==> config.mk <==
export PLATFORM = sky130hd
export DESIGN_NAME = instr_fetch_unit
export DESIGN_NICKNAME = d
export VERILOG_FILES = /design/src/rtl/instr_fetch_unit.sv
export SDC_FILE = /design/constraint.sdc
export NUM_CORES = 1
export LEC_CHECK = 0
export BUFFER_PORTS_ARGS = -buffer_cell sky130_fd_sc_hd__buf_2
export CORE_UTILIZATION = 45
export CTS_CLUSTER_SIZE = 20
export DETAILED_ROUTE_END_ITERATION = 8
export PLACE_DENSITY = 0.61
export SKIP_LAST_GASP = 1
export SLEW_MARGIN = 10
export SYNTH_ARGS = -nofsm -noshare
export SYNTH_HDL_FRONTEND = slang
export SYNTH_SLANG_ARGS = --single-unit
==> constraint.sdc <==
create_clock -name clk -period 8.18 [get_ports clk]
set_input_delay 0.818 -clock clk [delete_from_list [all_inputs] [get_ports clk]]
set_output_delay 0.818 -clock clk [all_outputs]
set_load 0.01 [all_outputs]
==> src/rtl/instr_fetch_unit.sv <==
// Instruction-fetch initiator: drives word addresses to a combinational instruction
// memory, buffers {pc, instruction} in a first-word-fall-through prefetch FIFO and
// hands entries to decode over a valid/ready handshake. A redirect flushes the FIFO
// and restarts fetch at a new, word-aligned target.
// Optional feature macro: FETCH_ALIGN_CHECK_EN adds the misalign flag for redirects
// whose target has nonzero low address bits.
module instr_fetch_unit #(
    parameter logic [31:0] RESET_PC   = 32'h0000_0000,
    parameter int          FIFO_DEPTH = 4
) (
    input  logic                          clk,
    input  logic                          rst,
    output logic [31:0]                   Dir,
    input  logic [31:0]                   Inst_mem,
    input  logic                          redirect,
    input  logic [31:0]                   redirect_pc,
    output logic                          inst_valid,
    input  logic                          inst_ready,
    output logic [31:0]                   inst,
    output logic [31:0]                   inst_pc,
    output logic [$clog2(FIFO_DEPTH):0]   fifo_count
`ifdef FETCH_ALIGN_CHECK_EN
    ,
    output logic                          misalign
`endif
);

    localparam int PW = $clog2(FIFO_DEPTH);
    localparam int CW = PW + 1;
    localparam logic [CW-1:0] DEPTH_C = CW'(FIFO_DEPTH);

    typedef enum logic {
        S_BOOT,
        S_FETCH
    } state_t;

    state_t        state_q, state_d;
    logic [31:0]   fetch_pc;
    logic [PW-1:0] wr_ptr, rd_ptr;
    logic [CW-1:0] count;
    logic          push, pop, full;

    logic [31:0]   pc_buf  [FIFO_DEPTH];
    logic [31:0]   ins_buf [FIFO_DEPTH];

    assign full       = (count == DEPTH_C);
    assign inst_valid = (count != '0);
    assign pop        = inst_valid & inst_ready;
    assign Dir        = fetch_pc;
    assign fifo_count = count;
    assign inst       = inst_valid ? ins_buf[rd_ptr] : 32'h0;
    assign inst_pc    = inst_valid ? pc_buf[rd_ptr]  : 32'h0;

    // NOTE: every signal written here gets a default first, so no path can infer a latch.
    always_comb begin
        state_d = state_q;
        push    = 1'b0;
        unique case (state_q)
            S_BOOT:  state_d = S_FETCH;
            S_FETCH: push    = !full || pop;
            default: state_d = S_BOOT;
        endcase
        // Redirect wins over everything: the flushed FIFO takes no new entry this cycle.
        if (redirect) begin
            state_d = S_FETCH;
            push    = 1'b0;
        end
    end

    always_ff @(posedge clk or posedge rst) begin
        if (rst) begin
            state_q  <= S_BOOT;
            fetch_pc <= RESET_PC;
            wr_ptr   <= '0;
            rd_ptr   <= '0;
            count    <= '0;
        end else begin
            state_q <= state_d;
            if (redirect) begin
                fetch_pc <= redirect_pc & ~32'h3;
                wr_ptr   <= '0;
                rd_ptr   <= '0;
                count    <= '0;
            end else begin
                if (push) begin
                    fetch_pc <= fetch_pc + 32'd4;
                    wr_ptr   <= wr_ptr + 1'b1;
                end
                if (pop) begin
                    rd_ptr <= rd_ptr + 1'b1;
                end
                if (push && !pop) begin
                    count <= count + 1'b1;
                end else if (pop && !push) begin
                    count <= count - 1'b1;
                end
            end
        end
    end

    // NOTE: the entry storage is deliberately not reset; occupancy alone decides validity.
    always_ff @(posedge clk) begin
        if (push) begin
            pc_buf[wr_ptr]  <= fetch_pc;
            ins_buf[wr_ptr] <= Inst_mem;
        end
    end

`ifdef FETCH_ALIGN_CHECK_EN
    always_ff @(posedge clk or posedge rst) begin
        if (rst) begin
            misalign <= 1'b0;
        end else begin
            misalign <= redirect && (redirect_pc[1:0] != 2'b00);
        end
    end
`endif

endmodule

# Word level (Yosys, flattened, before mapping)

Memory sizes are Yosys's and may differ from the RTL's.
Cells that the tools add are included.

Register bits after elaboration: 40
Input bits: 68
Logic and storage cells: 39
Memories: 2
Memory bits (writable): 256
Output and inout port bits: 100

Memories:

| name    | depth | bits a word | rd ports | clocked after memory_dff | wr ports | RTL line | source |
|---|---|---|---|---|---|---|---|
| ins_buf | 4     | 32          | 1        | 0                        | 1        | 44       | `logic [31:0] ins_buf [FIFO_DEPTH];` |
| pc_buf  | 4     | 32          | 1        | 0                        | 1        | 43       | `logic [31:0] pc_buf [FIFO_DEPTH];` |

Reductions and logical operators: 10
Bitwise logic cells: 1
$add $sub $neg: 5
Muxes and demuxes: 15
Equality and inequality tests: 1

Operators with widths:

| kind                                                               | count |
|---|---|
| 32-bit two-way mux                                                 | 4 |
| 32-bit by 3-bit adder with 32-bit output, second input constant    | 1 |
| 3-bit two-way mux                                                  | 3 |
| 2-bit two-way mux                                                  | 4 |
| 3-bit nonzero test                                                 | 2 |
| 2-bit by 1-bit adder with 2-bit output, second input constant      | 2 |
| 1-bit two-way mux                                                  | 4 |
| 2-bit nonzero test                                                 | 2 |
| 3-bit by 1-bit adder with 3-bit output, second input constant      | 1 |
| 3-bit == test, second input constant                               | 1 |
| 1-bit zero test                                                    | 3 |
| 3-bit by 1-bit subtractor with 3-bit output, second input constant | 1 |
| 1-bit logical AND                                                  | 2 |
| 1-bit AND                                                          | 1 |
| 1-bit logical OR                                                   | 1 |

# Logic depth before layout (Yosys ltp)

Depth in word-level cells: 10
Mapped depth: 7

# Worst setup path after synthesis

Ideal clock, no wire load.

Path type: input -> register
From: input inst_ready
To: memory ins_buf[0][0] (enable)
Data arrival time: 2.906 ns
Required time: 7.753 ns
Setup slack: 4.847 ns
Library setup time: 0.427 ns
Stages on the path: 5
Path buffers: 1
Cell sequence: or4b_1 > clkbuf_8 > nand2_1 > nor2_1 > and2_1

Word-level cells in the longest chain between the ends: 6

RTL lines:

| element                                 | RTL line | source |
|---|---|---|
| start, declared                         | 18       | `input logic inst_ready,` |
| 1-bit AND                               | 48       | `assign pop = inst_valid & inst_ready;` |
| 1-bit logical OR                        | 60       | `S_FETCH: push = !full \|\| pop;` |
| 1-bit two-way mux                       | 58       | `unique case (state_q)` |
| 1-bit two-way mux                       | 64       | `if (redirect) begin` |
| 1-bit two-way mux                       | 103      | `if (push) begin` |
| 1-bit two-way mux (implied by the code) | 105      | `ins_buf[wr_ptr] <= Inst_mem;` |
| end, declared                           | 44       |  |

Every way passes these cells.

# Worst setup path in the final report

From: register rd_ptr[0]
To: output inst[13]

Word-level cells in the longest chain between the ends: 2

RTL lines:

| element                | RTL line | source |
|---|---|---|
| start, declared        | 39       | `logic [PW-1:0] wr_ptr, rd_ptr;` |
| start signal, assigned | 90       | `rd_ptr <= rd_ptr + 1'b1;` |
| memory read 4 x 32 bit | -        |  |
| 32-bit two-way mux     | 51       | `assign inst = inst_valid ? ins_buf[rd_ptr] : 32'h0;` |
| end, declared          | 19       | `output logic [31:0] inst,` |

Every way passes these cells.

==> qor.txt <==
CTS Root Cell = clkbuf_16
Slowest Stage Delay on Critical Path = 0.87 ns
Overall routed net length = 25.0 mm
Clk network pwr share = 35.1%
PD cells = 284 nW/um^2
Flop pwr share = 45.4%
TritonCTS Buffers = 31
# IOs = 168
Worst Path Required = 7.36 ns
Initial Util = 46.3%
Asr flop ratio synth = 13.3%
Worst Setup End Kind = output port
Final hold violations = 0
Most frequent cells in the layout = edfxtp_1, buf_2, and2_1
Crit. Startpoint = rd_ptr[0]
CTS resizes = 0
Most used DFF post-synth = edfxtp_1
Total Power = 3.94 mW
First-pass GRT wire length = 38.4 mm
Peak VDD IR = 0.172 mV
Largest net degree at the start of global routing = 65
Post-Syn Area per Cell = 17.5 um^2
Chip Width = 164 um
Max-Cap Viols = 0
HP Class = primary input to async pin
Switching Fraction = 26.2%
Clk Latency, worst-skew pair = 0.54 ns
Grt ovf = 0
RSZ-0062 raised after global routing = false
Synthesized area = 11800 um^2
Worst R2R Start = fifo_count[0]
Routability cong. = 0.848
Final worst path period need = 3.84 ns
CTS Sinks = 286
#FFs+latches synth = 286
Number of routed nets with antenna violations = 0
Routed vias = 6659
CTS tree = done
Full die area = 26800 um^2
Iteration-0 DRC count of the detailed router = 496
Cell count after synthesis = 671
Register area = 8410 um^2
Switching Power = 1.03 mW
Int Power = 2.91 mW
Worst path cell trace = buf_4 > mux4_2 > and2_1 > buf_2
Area of the multi-input gates = 3130 um^2
Total Routing Usage GR = 19.0%
Share of post-route cells with drive strength above 1 = 33.7%
Crit Path Category = flip-flop to output port
Slowest CP cell = dfrtp_4
Worst-path clk slew = 0.06 ns
DP Cell Count = 1127
Critical path arrival = 3.02 ns
WL met2 = 12.3 mm
Peak Freq = 0.261 GHz
Final setup viols = 0
Initial antenna violation count = 1
Met1 wire length = 10.6 mm
Drt wl/cell = 21.1 um
Critical path's top delay family = flip-flops
Met3 wire len = 1.83 mm
Slew Limit Headroom = 31.6%
Post-CTS Setup Bufs = 0
Core Region = 25400 um^2
Synth unique cells = 53
CTS hold repair buffers = 0
Cell leakage power = 4.88 nW
Site Rows = 58
Hpwl dp = 14.3 mm
Status = completed
DR DRC count = 0
Startpoint types = flip-flop
Final nets = 904
Worst-path maximum fanout = 34
Number of synthesized flops with an enable pin = 248
Top routing layer in use = met5
Ant diodes = 0
Post-route cell area = 13800 um^2
Vias in the first global route = 7003
Area Overhead vs Synth = 17.8%
PortBufs = 161
Die H = 164 um
Sequential area share after synthesis = 71.4%
Fin crit share = 46.9%
Final Skew = 0.0130 ns
CTS Buffer Depth = 3
YS warnings = 0
Least-Margin Pin Slew = 1.03 ns
Gate power share = 19.5%
Final Slew Violations = 0
Fin Setup TNS = 0 ns
Number of buffers and inverters on the critical path = 2
Fillers = 2098
H-tree Lvls = 1
DP Area = 12800 um^2
First-pass iteration count of the detailed router = 7
Vias per Instance = 5.62
Commonest non-fill, non-tap cell in the layout = edfxtp_1
Fin cells = 1184
per-layer routing:
metal	vias up	track usage, %
met2	273	32.6
li1	2970	-
met5	-	0
met3	41	4.09
met4	2	4.59
met1	3373	24.8
final timing paths:
check | endpoint | slack [ns] | cells past startpoint
max | inst[13] | 4.34 | 4
max in group asynchronous | rd_ptr[1] | 7.38 | 3
min reg2reg | wr_ptr[1] | 0.59 | 2
min in group clk | Dir[24] | 0.49 | 3
min | Dir[17] | 0.39 | 3
max reg2reg | ins_buf[0][15] | 5.39 | 4
final cells by class:
cell class / count / area share, %
clock buffer: 51 / 6.88
clock inverter: 6 / 0.587
inverter: 10 / 0.271
multi-input combinational: 337 / 22.6
sequential: 286 / 60.7
tap: 330 / 2.98
timing repair buffer: 164 / 5.98
per-stage QoR:
step	worst slack, ns	utilization [%]	hold slack (ns)
6_report	4.34	54.5	0.389
5_1_grt	4.09	54.5	0.426
3_3_place_gp	4.80	50.4	0.553
3_5_place_dp	4.78	50.4	0.580
2_1_floorplan	4.85	-	0.543
4_1_cts	4.19	54.5	0.394
synthesized netlist by cell type, drive strengths merged (2+ instances only):
cell type | count | area (um^2)
inv | 10 | 37.5
a31oi | 11 | 68.8
buf | 14 | 77.6
conb | 2 | 7.51
or4b | 3 | 30.0
or3 | 7 | 43.8
o21ai | 14 | 70.1
nor2 | 21 | 78.8
nor4b | 2 | 17.5
a311oi | 2 | 17.5
a21oi | 4 | 20.0
nor2b | 2 | 12.5
mux4 | 62 | 1400
nand2b | 2 | 12.5
nand2 | 26 | 97.6
nand3 | 25 | 130
dfrtp | 38 | 951
ha | 5 | 62.6
nor3 | 3 | 15.0
or4 | 10 | 76.3
o31ai | 4 | 30.0
a21o | 2 | 15.0
nand4 | 14 | 87.6
xor2 | 6 | 52.6
and3 | 6 | 40.0
mux2i | 3 | 30.0
o211ai | 5 | 37.5
clkbuf | 27 | 143
o31a | 3 | 27.5
and4 | 6 | 55.1
nor4 | 4 | 25.0
and2 | 68 | 425
xnor2 | 4 | 35.0
edfxtp | 248 | 7450
worst min-delay path: cells and delay by family:
| family | cells | cell delay (ns) |
|---|---|---|
| buf+inv | 3 | 0.56 |
registers in the layout (all words and copies together), names as in the netlist:
signal / flops
fifo_count: 3
pc_buf: 120
state_q: 1
rd_ptr: 2
Dir: 30
wr_ptr: 2
ins_buf: 128
power by group through the flow:
stage / clock network, mW / registers, mW / logic [mW]
2_1_floorplan: 0 / 1.75 / 0.542
3_3_place_gp: 0 / 1.81 / 0.777
3_5_place_dp: 0 / 1.82 / 0.783
4_1_cts: 1.41 / 1.79 / 0.787
5_1_grt: 1.46 / 1.80 / 0.849
6_report: 1.38 / 1.79 / 0.768
kinds of logic (layout without fill, tap and decap cells):
family,after synthesis,after routing,share of synthesized area [%]
AOI/OAI and AO/OA,50,50,2.80
xor gates and xnor gates,10,10,0.745
adders and majority gates,6,6,0.703
buffers and inverters,51,231,2.19
DFF,286,286,71.4
muxes,66,66,12.2
other,2,5,0.0639
and+or+nand+nor,200,200,9.82
(Power assumes the default switching activity.)
